### src/rtl/multi_mode_ff_bank.sv
// multi_mode_ff_bank: WIDTH single-bit storage cells sharing one clock and one
// run-time mode (D, T, SR, JK). Adds sticky per-channel flags for the illegal
// SR input, a saturating count of cycles where any output changed, and a
// global enable. No handshake: every enabled rising edge is a transaction.
module multi_mode_ff_bank #(
   parameter int               WIDTH      = 4,
   parameter logic [WIDTH-1:0] INIT       = '0,
   parameter int               SR_ILLEGAL = 0,
   parameter int               CNT_W      = 8
) (
   input  logic             clk,
   input  logic             rst,
   input  logic             en,
   input  logic [1:0]       mode,
   input  logic [WIDTH-1:0] a,
   input  logic [WIDTH-1:0] b,
   input  logic             err_clr,
   input  logic             cnt_clr,
   output logic [WIDTH-1:0] q,
   output logic [WIDTH-1:0] qbar,
   output logic [WIDTH-1:0] err,
   output logic [CNT_W-1:0] chg_cnt,
   output logic             any_err
);

   typedef enum logic [1:0] {
      MODE_D  = 2'b00,
      MODE_T  = 2'b01,
      MODE_SR = 2'b10,
      MODE_JK = 2'b11
   } mode_t;

   localparam logic [CNT_W-1:0] CNT_MAX = '1;
   localparam logic [CNT_W-1:0] CNT_ONE = CNT_W'(1);

   mode_t            mode_sel;
   logic [WIDTH-1:0] q_next;
   logic [WIDTH-1:0] err_set;
   logic             changed;

   assign mode_sel = mode_t'(mode);

   // Per-channel next state and illegal-SR detection; disabled cycles hold.
   always_comb begin
      q_next  = q;
      err_set = '0;
      if (en) begin
         for (int i = 0; i < WIDTH; i++) begin
            case (mode_sel)
               MODE_D: q_next[i] = a[i];
               MODE_T: q_next[i] = q[i] ^ a[i];
               MODE_SR: begin
                  case ({a[i], b[i]})
                     2'b01: q_next[i] = 1'b0;
                     2'b10: q_next[i] = 1'b1;
                     2'b11: begin
                        err_set[i] = 1'b1;
                        if (SR_ILLEGAL == 1)      q_next[i] = 1'b1;
                        else if (SR_ILLEGAL == 2) q_next[i] = 1'b0;
                        else if (SR_ILLEGAL == 3) q_next[i] = ~q[i];
                        else                      q_next[i] = q[i];
                     end
                     default: q_next[i] = q[i];
                  endcase
               end
               MODE_JK: begin
                  case ({a[i], b[i]})
                     2'b01:   q_next[i] = 1'b0;
                     2'b10:   q_next[i] = 1'b1;
                     2'b11:   q_next[i] = ~q[i];
                     default: q_next[i] = q[i];
                  endcase
               end
               default: q_next[i] = q[i];
            endcase
         end
      end
   end

   // q_next equals q whenever en is low, so this is already gated by enable.
   assign changed = (q_next != q);

   // Storage register for the channel outputs.
   always_ff @(posedge clk or negedge rst) begin
      if (!rst) q <= INIT;
      else      q <= q_next;
   end

   // Sticky error flags; a new illegal event beats a clear on the same edge.
   always_ff @(posedge clk or negedge rst) begin
      if (!rst)         err <= '0;
      else if (err_clr) err <= err_set;
      else              err <= err | err_set;
   end

   // Saturating change counter; clear takes priority over increment.
   always_ff @(posedge clk or negedge rst) begin
      if (!rst)                             chg_cnt <= '0;
      else if (cnt_clr)                     chg_cnt <= '0;
      else if (changed && chg_cnt != CNT_MAX) chg_cnt <= chg_cnt + CNT_ONE;
   end

   assign qbar    = ~q;
   assign any_err = |err;

endmodule

### config.mk
export PLATFORM = sky130hd
export DESIGN_NAME = multi_mode_ff_bank
export DESIGN_NICKNAME = d
export VERILOG_FILES = /design/src/rtl/multi_mode_ff_bank.sv
export SDC_FILE = /design/constraint.sdc
export NUM_CORES = 1
export LEC_CHECK = 0
export BUFFER_PORTS_ARGS = -buffer_cell sky130_fd_sc_hd__clkbuf_2
export CAP_MARGIN = 20
export CORE_UTILIZATION = 52
export DETAILED_ROUTE_END_ITERATION = 7
export PLACE_DENSITY = 0.76
export SYNTH_ARGS = -nofsm -noshare
export SYNTH_HDL_FRONTEND = slang
export SYNTH_SLANG_ARGS = --single-unit
### constraint.sdc
create_clock -name clk -period 2.8 [get_ports clk]
set_input_delay 0.56 -clock clk [delete_from_list [all_inputs] [get_ports clk]]
set_output_delay 0.56 -clock clk [all_outputs]
set_load 0.02 [all_outputs]
### After elaboration in Yosys (flattened, before gate mapping)

Index checks and enable logic that the tools add are counted.

* bits in registers: 16
* output and inout port bits: 21

* $add $sub $neg: 1
* bitwise gates (word level): 10
* reductions and logical operators: 4
* eq/ne operators: 17
* mux-type cells: 25

Operators with widths (count)
* $eq A2 B2 Y1 const B: 10
* $mux W8: 2
* $pmux W1 S4: 4
* $mux W4: 3
* $pmux W1 S3: 4
* $eq A2 B1 Y1 const B: 5
* $add A8 B1 Y8 const B: 1
* $mux W1: 8
* $ne A8 B8 Y1 const B: 1
* $pmux W1 S2: 4
* $ne A4 B4 Y1: 1
* $not A1 Y1: 4
* $not A4 Y4: 1
* $or A4 B4 Y4: 1
* $reduce_or A4 Y1: 1
* $xor A1 B1 Y1: 4
* $logic_not A2 Y1: 1
* $reduce_bool A2 Y1: 1
* $logic_and A1 B1 Y1: 1

### Longest topological paths before layout

Gate-level depths: netlist (run 1).

* word-level depth: 8
* depth in mapped cells: 8
* gate-level depth less buffers: 8

### Worst setup path before layout (run 1)

OpenSTA, ideal clock, no wires.

* path kind: in2reg
* start: input port b[2]
* end: register chg_cnt[0]
* data arrival time: 2198 ps
* path slack: 474 ps
* library setup time: 128 ps
* path buffers: 0
* stages: 8
* cells stage by stage: inv_1 > ha_1 > nor4bb_1 > or3_1 > o31ai_1 > nor4_4 > a21boi_2 > mux2_1

* word-level cells in the longest chain between the ends: 7
* elaborated cells between the ends (all ways): 10

Ends and longest elaborated chain
* start, declared: RTL line 16 `input logic [WIDTH-1:0] b,`
* $eq A2 B2 Y1 or $eq A2 B1 Y1 (tied branches): RTL line 53, 67
* $pmux W1 S3 or $pmux W1 S2 (tied branches): RTL line 67, 53
* $pmux W1 S4 *: RTL line 49 `case (mode_sel)`
* $mux W4 *: RTL line 47 `if (en) begin`
* $ne A4 B4 Y1 *: RTL line 81 `assign changed = (q_next != q);`
* $logic_and A1 B1 Y1 *: RTL line 100 `else if (changed && chg_cnt != CNT_MAX) chg_cnt <= chg_cnt + CNT_ONE;`
* $reduce_bool A2 Y1 (no source line) *
* end signal, assigned: RTL line 100
* end, declared: RTL line 22 `output logic [CNT_W-1:0] chg_cnt,`

Mark *: on every way between the ends. The rest lies on a longest branch, timed or not.
A chain may end at the register's enable or synchronous reset.

### Worst setup path in the final report (run 1)

* start: input port mode[0]
* end: register chg_cnt[0]

* word-level cells in the longest chain between the ends: 6
* elaborated cells between the ends (all ways): 12

Ends and longest elaborated chain
* start, declared: RTL line 14 `input logic [1:0] mode,`
* $eq A2 B2 Y1 (tied with other cells): RTL line 49
* $pmux W1 S4: RTL line 49
* $mux W4 *: RTL line 47
* $ne A4 B4 Y1 *: RTL line 81
* $logic_and A1 B1 Y1 *: RTL line 100
* $reduce_bool A2 Y1 (no source line) *

Marks and branches as above.

==> impl_results.md, run 1 <==
* CTS clk-pin slew, worst paths at 0.10 ns
* # rows at 17
* # hold bufs at CTS at 0
* Total Routed Length at approximately 2.9 mm
* Number of H-tree levels at 1
* Remaining Overflow, GRT at 0
* Worst skew pair latency at 0.28 ns
* Initial antenna violation count at 0
* Syn Nets at 181
* Die span in x at 52.29 µm
* Measured slew at the worst slew-check pin at approximately 0.45 ns
* # port buffers at 35
* Crit end category: flip-flop
* Fraction of layout cells with a size suffix above 1 at 0.2292
* Crit path DAT at 2.50 ns
* Gr usage total at 0.2345
* Final period util at 0.8301
* Max-Cap Viols at 0
* Syn Area/Cell at 8.376 µm²
* Rel. slew slack at 0.6975
* IO Pins at 36
* Synth Instances at ~160
* Setup TNS at 0 ns
* Die height at roughly 52 µm
* Ys flop type: dfrtp_1
* Area post-placement at between 0.0015 and 0.002 mm²
* Die area at 0.002734 mm²
* Placeable Area at approximately 0.0023 mm²
* Routability congestion estimate at 0.8918
* DRC violations left at 0
* Worst path required time at 2.97 ns
* Fillers at around 200
* Diodes inserted at 0
* CTS resizes at 0
* Hold_ws at about 0.19 ns
* Total setup buffers inserted after CTS at 0
* Status: finished clean
* Multi-input logic area at 832.0 µm²
* RSZ-0062 raised after global routing: no
* Synth warn at 0
* F_max at 0.4302 GHz
* DR iter-0 viols at 29
* Via density at approximately 5.7
* Leak at 0.7895 nW
* Leading cell type in the layout, fill and taps excluded: clkbuf_2
* Type of origin of the critical path: input port
* TritonCTS Buffers at 3
* Nets at 217
* CP Class: input port to flip-flop
* P per Cell Area at between 400 and 500 mW/mm²
* Post-Syn Area at 0.001315 mm²
* Via count at 1253
* Post-synth EDFFs at 0
* Area delta synth->final at 17.32%
* First-pass GRT wire length at 4.878 mm
* Synth async-reset ratio at 1.000
* Clock tree from TritonCTS: done
* Synthesis-stage register bit count at 16
* Tmin final at between 2 and 2.5 ns
* Clock skew at 0.001243 ns
* CTS sink cnt at 16
* Final Max Tran Viols at 0
* Max rail drop VDD at 292.0 µV
* Sequential area share after synthesis at 0.3045
* Final instance area at 0.001543 mm²
* Most frequent cells in the layout: clkbuf_2, dfrtp_1, inv_1
* Avg WL per Cell at 13.07 µm
* Initial Util at 0.5724
* Hold Crit Class: input port to asynchronous set/reset pin
* Vias in the first global route at between 1000 and 1500
* Routed Antenna Nets at 0
* Clock Path Buffers at 2
* HPWL after DPL at 2.288 mm
* Clock Tree Root: clkbuf_4
* First-pass detailed-route iteration total at 4
* Final Hold Viols at 0
* Storage cell area at 400.4 µm²
* Largest net degree at the start of global routing at 19
* Max Fanout on Critical Path at 18
* Final setup violation count at 0
* Yosys cell types at 37
-- cell usage after synthesis, types with 2 or more instances --
| cell type | n | share of area |
|---|---|---|
| nand3b_1 | 2 | 0.011 |
| mux2_1 | 7 | 0.060 |
| a21oi_1 | 9 | 0.034 |
| nor2_1 | 7 | 0.020 |
| nor2b_1 | 9 | 0.043 |
| ha_1 | 9 | 0.086 |
| dfrtp_1 | 16 | 0.30 |
| o21ai_0 | 14 | 0.053 |
| inv_1 | 15 | 0.043 |
| nand2_1 | 13 | 0.037 |
| or3b_1 | 2 | 0.013 |
| nor3_1 | 2 | 0.0076 |
| a21boi_1 | 2 | 0.011 |
| nand4_1 | 6 | 0.029 |
| and3b_1 | 2 | 0.013 |
| and3_1 | 3 | 0.014 |
| a21boi_0 | 2 | 0.011 |
| nand3_1 | 4 | 0.015 |
| clkbuf_1 | 4 | 0.011 |
| nand2b_1 | 12 | 0.057 |
-- path summary, 6_finish.rpt --
check	startpoint	slack, ns	cells past startpoint	to
max	mode[0]	0.48	8	chg_cnt[0]$_DFFE_PN0P_
max in group asynchronous	rst	2.33	1	chg_cnt[7]$_DFFE_PN0P_
min	rst	0.19	1	err[0]$_DFF_PN0_
min reg2reg	err[2]$_DFF_PN0_	0.58	2	err[2]$_DFF_PN0_
max reg2reg	q[2]$_DFF_PN0_	0.60	6	chg_cnt[3]$_DFFE_PN0P_
min in group clk	err_clr	0.50	2	err[2]$_DFF_PN0_
-- critical path, cell delays in order --
cell      delay [ns]
clkbuf_2        0.21
buf_4           0.22
and3b_1         0.31
nand3b_1        0.09
o21ai_0         0.14
mux2_2          0.44
a21boi_2        0.19
mux2_1          0.33
-- flip-flops by register name, summed over array words and instances (netlist names) --
| name | count |
|---|---|
| err | 4 |
| q | 4 |
| chg_cnt | 8 |
-- per-layer routing --
layer	share of wire	global-route usage	vias up
met5	0	0	-
met4	0.0052	0.03947	0
met3	0.041	0.02899	2
met2	0.49	0.4114	32
met1	0.47	0.3088	600
li1	-	-	619
-- logic make-up (layout without fill, tap and decap cells) --
group | Yosys count | after routing | share of synthesized area
compound gates | 35 | 35 | 0.1608
fa+ha+maj | 9 | 9 | 0.08563
buf+inv | 20 | 55 | 0.06279
flops | 16 | 16 | 0.3045
mux | 9 | 9 | 0.07612
simple gates | 68 | 68 | 0.3102
-- layout make-up --
| cell class | instances | area share |
|---|---|---|
| well taps | 28 | 0.02271 |
| multi-input cells | 121 | 0.5393 |
| repair buffers | 36 | 0.1184 |
| inverters | 15 | 0.03650 |
| clock buffers | 4 | 0.02352 |
| flip-flops and latches | 16 | 0.2595 |
-- power by group --
group          switching (mW)  internal, mW  total, mW
registers              0.0302         0.252      0.282
clock network          0.0774        0.0790      0.156
logic                   0.142        0.0891      0.231
total                   0.250         0.420      0.670
-- through the flow --
stage          total power, mW  setup slack, ns    util  std cells
6_report                0.6697           0.4756  0.6716        220
5_1_grt                 0.7152           0.3432  0.6716        220
4_1_cts                 0.6756           0.4720  0.6716        220
3_5_place_dp            0.5175           0.1806  0.6558        216
3_3_place_gp            0.5090           0.2393  0.6558        216
2_1_floorplan           0.4369           0.4745       -        157
(Power assumes the default switching activity.)
==> inputs of run 2 (changes only) <==
Settings changed: ABC_AREA set to 1, CORE_UTILIZATION 52 to 51.
Clock period 2.8 ns to 2.3 ns, I/O delays scaled along.
==> impl_results.md, run 2 <==
* Routed Antenna Nets at 0
* Hold Crit Class: input port to asynchronous set/reset pin
* Type of origin of the critical path: input port
* Post-Syn Area at ~0.0013 mm²
* Placed cells at approximately 230
* P per Cell Area at 533.6 mW/mm²
* CP peak stage delay at 0.30 ns
* Avg WL per Cell at 11.80 µm
* Flop pwr share at 0.435
* Biggest register: chg_cnt
* Nets at 232
* F_max at between 0.5 and 0.6 GHz
* CTS resizes at 0
* Initial antenna violation count at 0
* Multi-input logic area at 696.9 µm²
* Gate power share at 0.373
* Total Routed Length at 2.761 mm
* Top-area cell type share of the netlist area at 0.3197
* Most common library cells after synthesis: nand3_1, inv_1, nand2_1
* Number of flip-flops under the largest register name at 8
* Max Fanout on Critical Path at 9
* Total setup buffers inserted after CTS at 0
* Number of H-tree levels at 1
* Measured slew at the worst slew-check pin at 0.4140 ns
* Diodes inserted at 0
* Rel. slew slack at 0.7240
* Worst path required time at 2.53 ns
* Yosys cell types at 23
* Die area at 0.002658 mm²
* Fraction of layout cells with a size suffix above 1 at 0.2379
* Final Max Tran Viols at 0
* CP Cell Sequence: clkbuf_2 -> inv_1 -> ha_1 -> nor2_1 -> nand2_2 -> nand2_1 -> nand2_2 -> nand3_2 -> nand2_2 -> nor2_4 -> nand3_4 -> nand2_4 -> nand3_1 -> nand2_1
* Fillers at 223
* First-pass detailed-route iteration total at 6
* CP max-delay cell: ha_1
* Die span in x at 51.56 µm
* Post-synth EDFFs at 0
* Setup crit start: b[1]
* Most frequent cells in the layout: clkbuf_2, nand3_1, inv_1
* Placeable Area at between 0.002 and 0.0025 mm²
* First-pass GRT wire length at 4.581 mm
* Via count at 1268
* Gr usage total at 0.2335
* Switching pwr at between 0.3 and 0.4 mW
* Clock power frac at 0.193
* Area leader, netlist: dfrtp_1
* Clock skew at approximately 0.0048 ns
* Highest routed metal layer: met4
* Largest net degree at the start of global routing at 17
* Storage cell area at 400.4 µm²
* Sequential area share after synthesis at 0.3197
* # hold bufs at CTS at 0
* HPWL after DPL at around 2.2 mm
* Final std cells w/o fill at between 200 and 250
* Top post-synthesis cells by area: dfrtp_1, nand3_1, ha_1
* Switching portion of total power at 0.4019
* # port buffers at 35
* Final period util at 0.7473
* DR iter-0 viols at 21
* CTS sink cnt at 16
* Syn Area/Cell at 7.282 µm²
* Clock Tree Root: clkbuf_4
* R2r startpoint: chg_cnt[0]$_DFFE_PN0P_
* Syn Nets at 196
* Clock tree from TritonCTS: done
* Remaining Overflow, GRT at 0
* Top Registers: chg_cnt x8, err x4, q x4
* DRC violations left at 0
* Final setup violation count at 0
* Initial Util at 0.5555
* Vias in the first global route at ~1100
* TritonCTS Buffers at 3
* IO Pins at 36
* Status: finished clean
* Crit end category: flip-flop
* Via density at 5.419
* Leak at 0.8315 nW
* Synth async-reset ratio at 1.000
* Setup TNS at 0 ns
* RSZ-0062 raised after global routing: no
* Count leader, synth: nand3_1
* Die height at 51.56 µm
* Clock Path Buffers at 2
* Leading cell type in the layout, fill and taps excluded: clkbuf_2
* CTS clk-pin slew, worst paths at 0.09 ns
* # rows at 17
* Power Internal at 0.4628 mW
* Met1 wire length at 1.216 mm
* Final Hold Viols at 0
* Met2 WL at 1.384 mm
* Max-Cap Viols at 0
* Max rail drop VDD at 344.7 µV
* Synthesis-stage register bit count at 16
* Most frequent CP cell: nand2_2
* Worst skew pair latency at roughly 0.29 ns
* Ys flop type: dfrtp_1
* CP Class: input port to flip-flop
* Routability congestion estimate at approximately 0.86
* Tmin final at about 1.7 ns
* Crit path DAT at between 1.5 and 2 ns
* Synth warn at 0
* Synth Instances at 172
* Met3 WL at 108 µm
* Area delta synth->final at 15.78%
## run 2: cell count changes in the layout (fill, tap and decap cells not counted), moves of 3 or more
cell,before,now
a21oi_1,9,2
and3_1,3,0
inv_1,15,30
mux2_1,7,0
nand2_1,13,29
nand2_2,0,4
nand2b_1,12,0
nand3_1,4,34
nand4_1,6,9
nor2b_1,9,0
o21ai_0,14,11
## run 2: final timing paths
path	cells past startpoint	endpoint	slack (ns)
worst max-delay path	14	chg_cnt[6]$_DFFE_PN0P_	0.58
worst min-delay path	1	chg_cnt[3]$_DFFE_PN0P_	0.08
worst max register to register	9	chg_cnt[6]$_DFFE_PN0P_	0.59
worst min register to register	2	err[1]$_DFF_PN0_	0.56
max in group asynchronous	1	err[3]$_DFF_PN0_	1.93
min in group clk	2	err[2]$_DFF_PN0_	0.39
## run 2: per-layer routing
| layer | vias to the layer above | GRT usage |
|---|---|---|
| met5 | - | 0 |
| met4 | 0 | 0.1081 |
| met3 | 5 | 0.02632 |
| met2 | 42 | 0.4091 |
| met1 | 583 | 0.2844 |
| li1 | 638 | - |
## run 2: worst max-delay path, delay by kind of cell
kind,cells,cell delay [ns]
AND/OR/NAND/NOR,11,1.06
buffers and inverters,2,0.14
adder cells (fa/ha/maj),1,0.30
## run 2: power groups by stage
| stage | clock network (mW) | logic, mW | registers [mW] |
|---|---|---|---|
| after floorplan | 0 | 0.167 | 0.371 |
| after global placement | 0 | 0.281 | 0.340 |
| after detailed placement | 0 | 0.289 | 0.342 |
| after CTS | 0.158 | 0.290 | 0.336 |
| after global routing | 0.163 | 0.322 | 0.341 |
| final | 0.149 | 0.288 | 0.336 |
## run 2: final cells by class
cell class,count,area share
Clock buffer,3,0.01553
Inverter,32,0.08283
Multi-Input combinational cell,120,0.4806
Sequential cell,16,0.2761
Tap cell,28,0.02416
Timing Repair Buffer,35,0.1208
## run 2: logic make-up after synthesis
kind of cell | synth area share
DFF | 0.3197
AOI/OAI and AO/OA | 0.05794
and+or+nand+nor | 0.3806
xor gates and xnor gates | 0.02798
adders and majority gates | 0.08991
buffers and inverters | 0.1239
## run 2: stage by stage
stage / hold slack (ns) / setup slack [ns] / util / total power [mW] / cell area, µm²
2_1_floorplan: 0.1644 / 0.5713 / - / 0.5378 / 1252
3_3_place_gp: 0.4103 / 0.3281 / 0.6332 / 0.6217 / 1428
3_5_place_dp: 0.4137 / 0.2679 / 0.6332 / 0.6312 / 1428
4_1_cts: 0.08427 / 0.5722 / 0.6432 / 0.7851 / 1450
5_1_grt: 0.1102 / 0.4208 / 0.6432 / 0.8252 / 1450
6_report: 0.07922 / 0.5813 / 0.6432 / 0.7738 / 1450
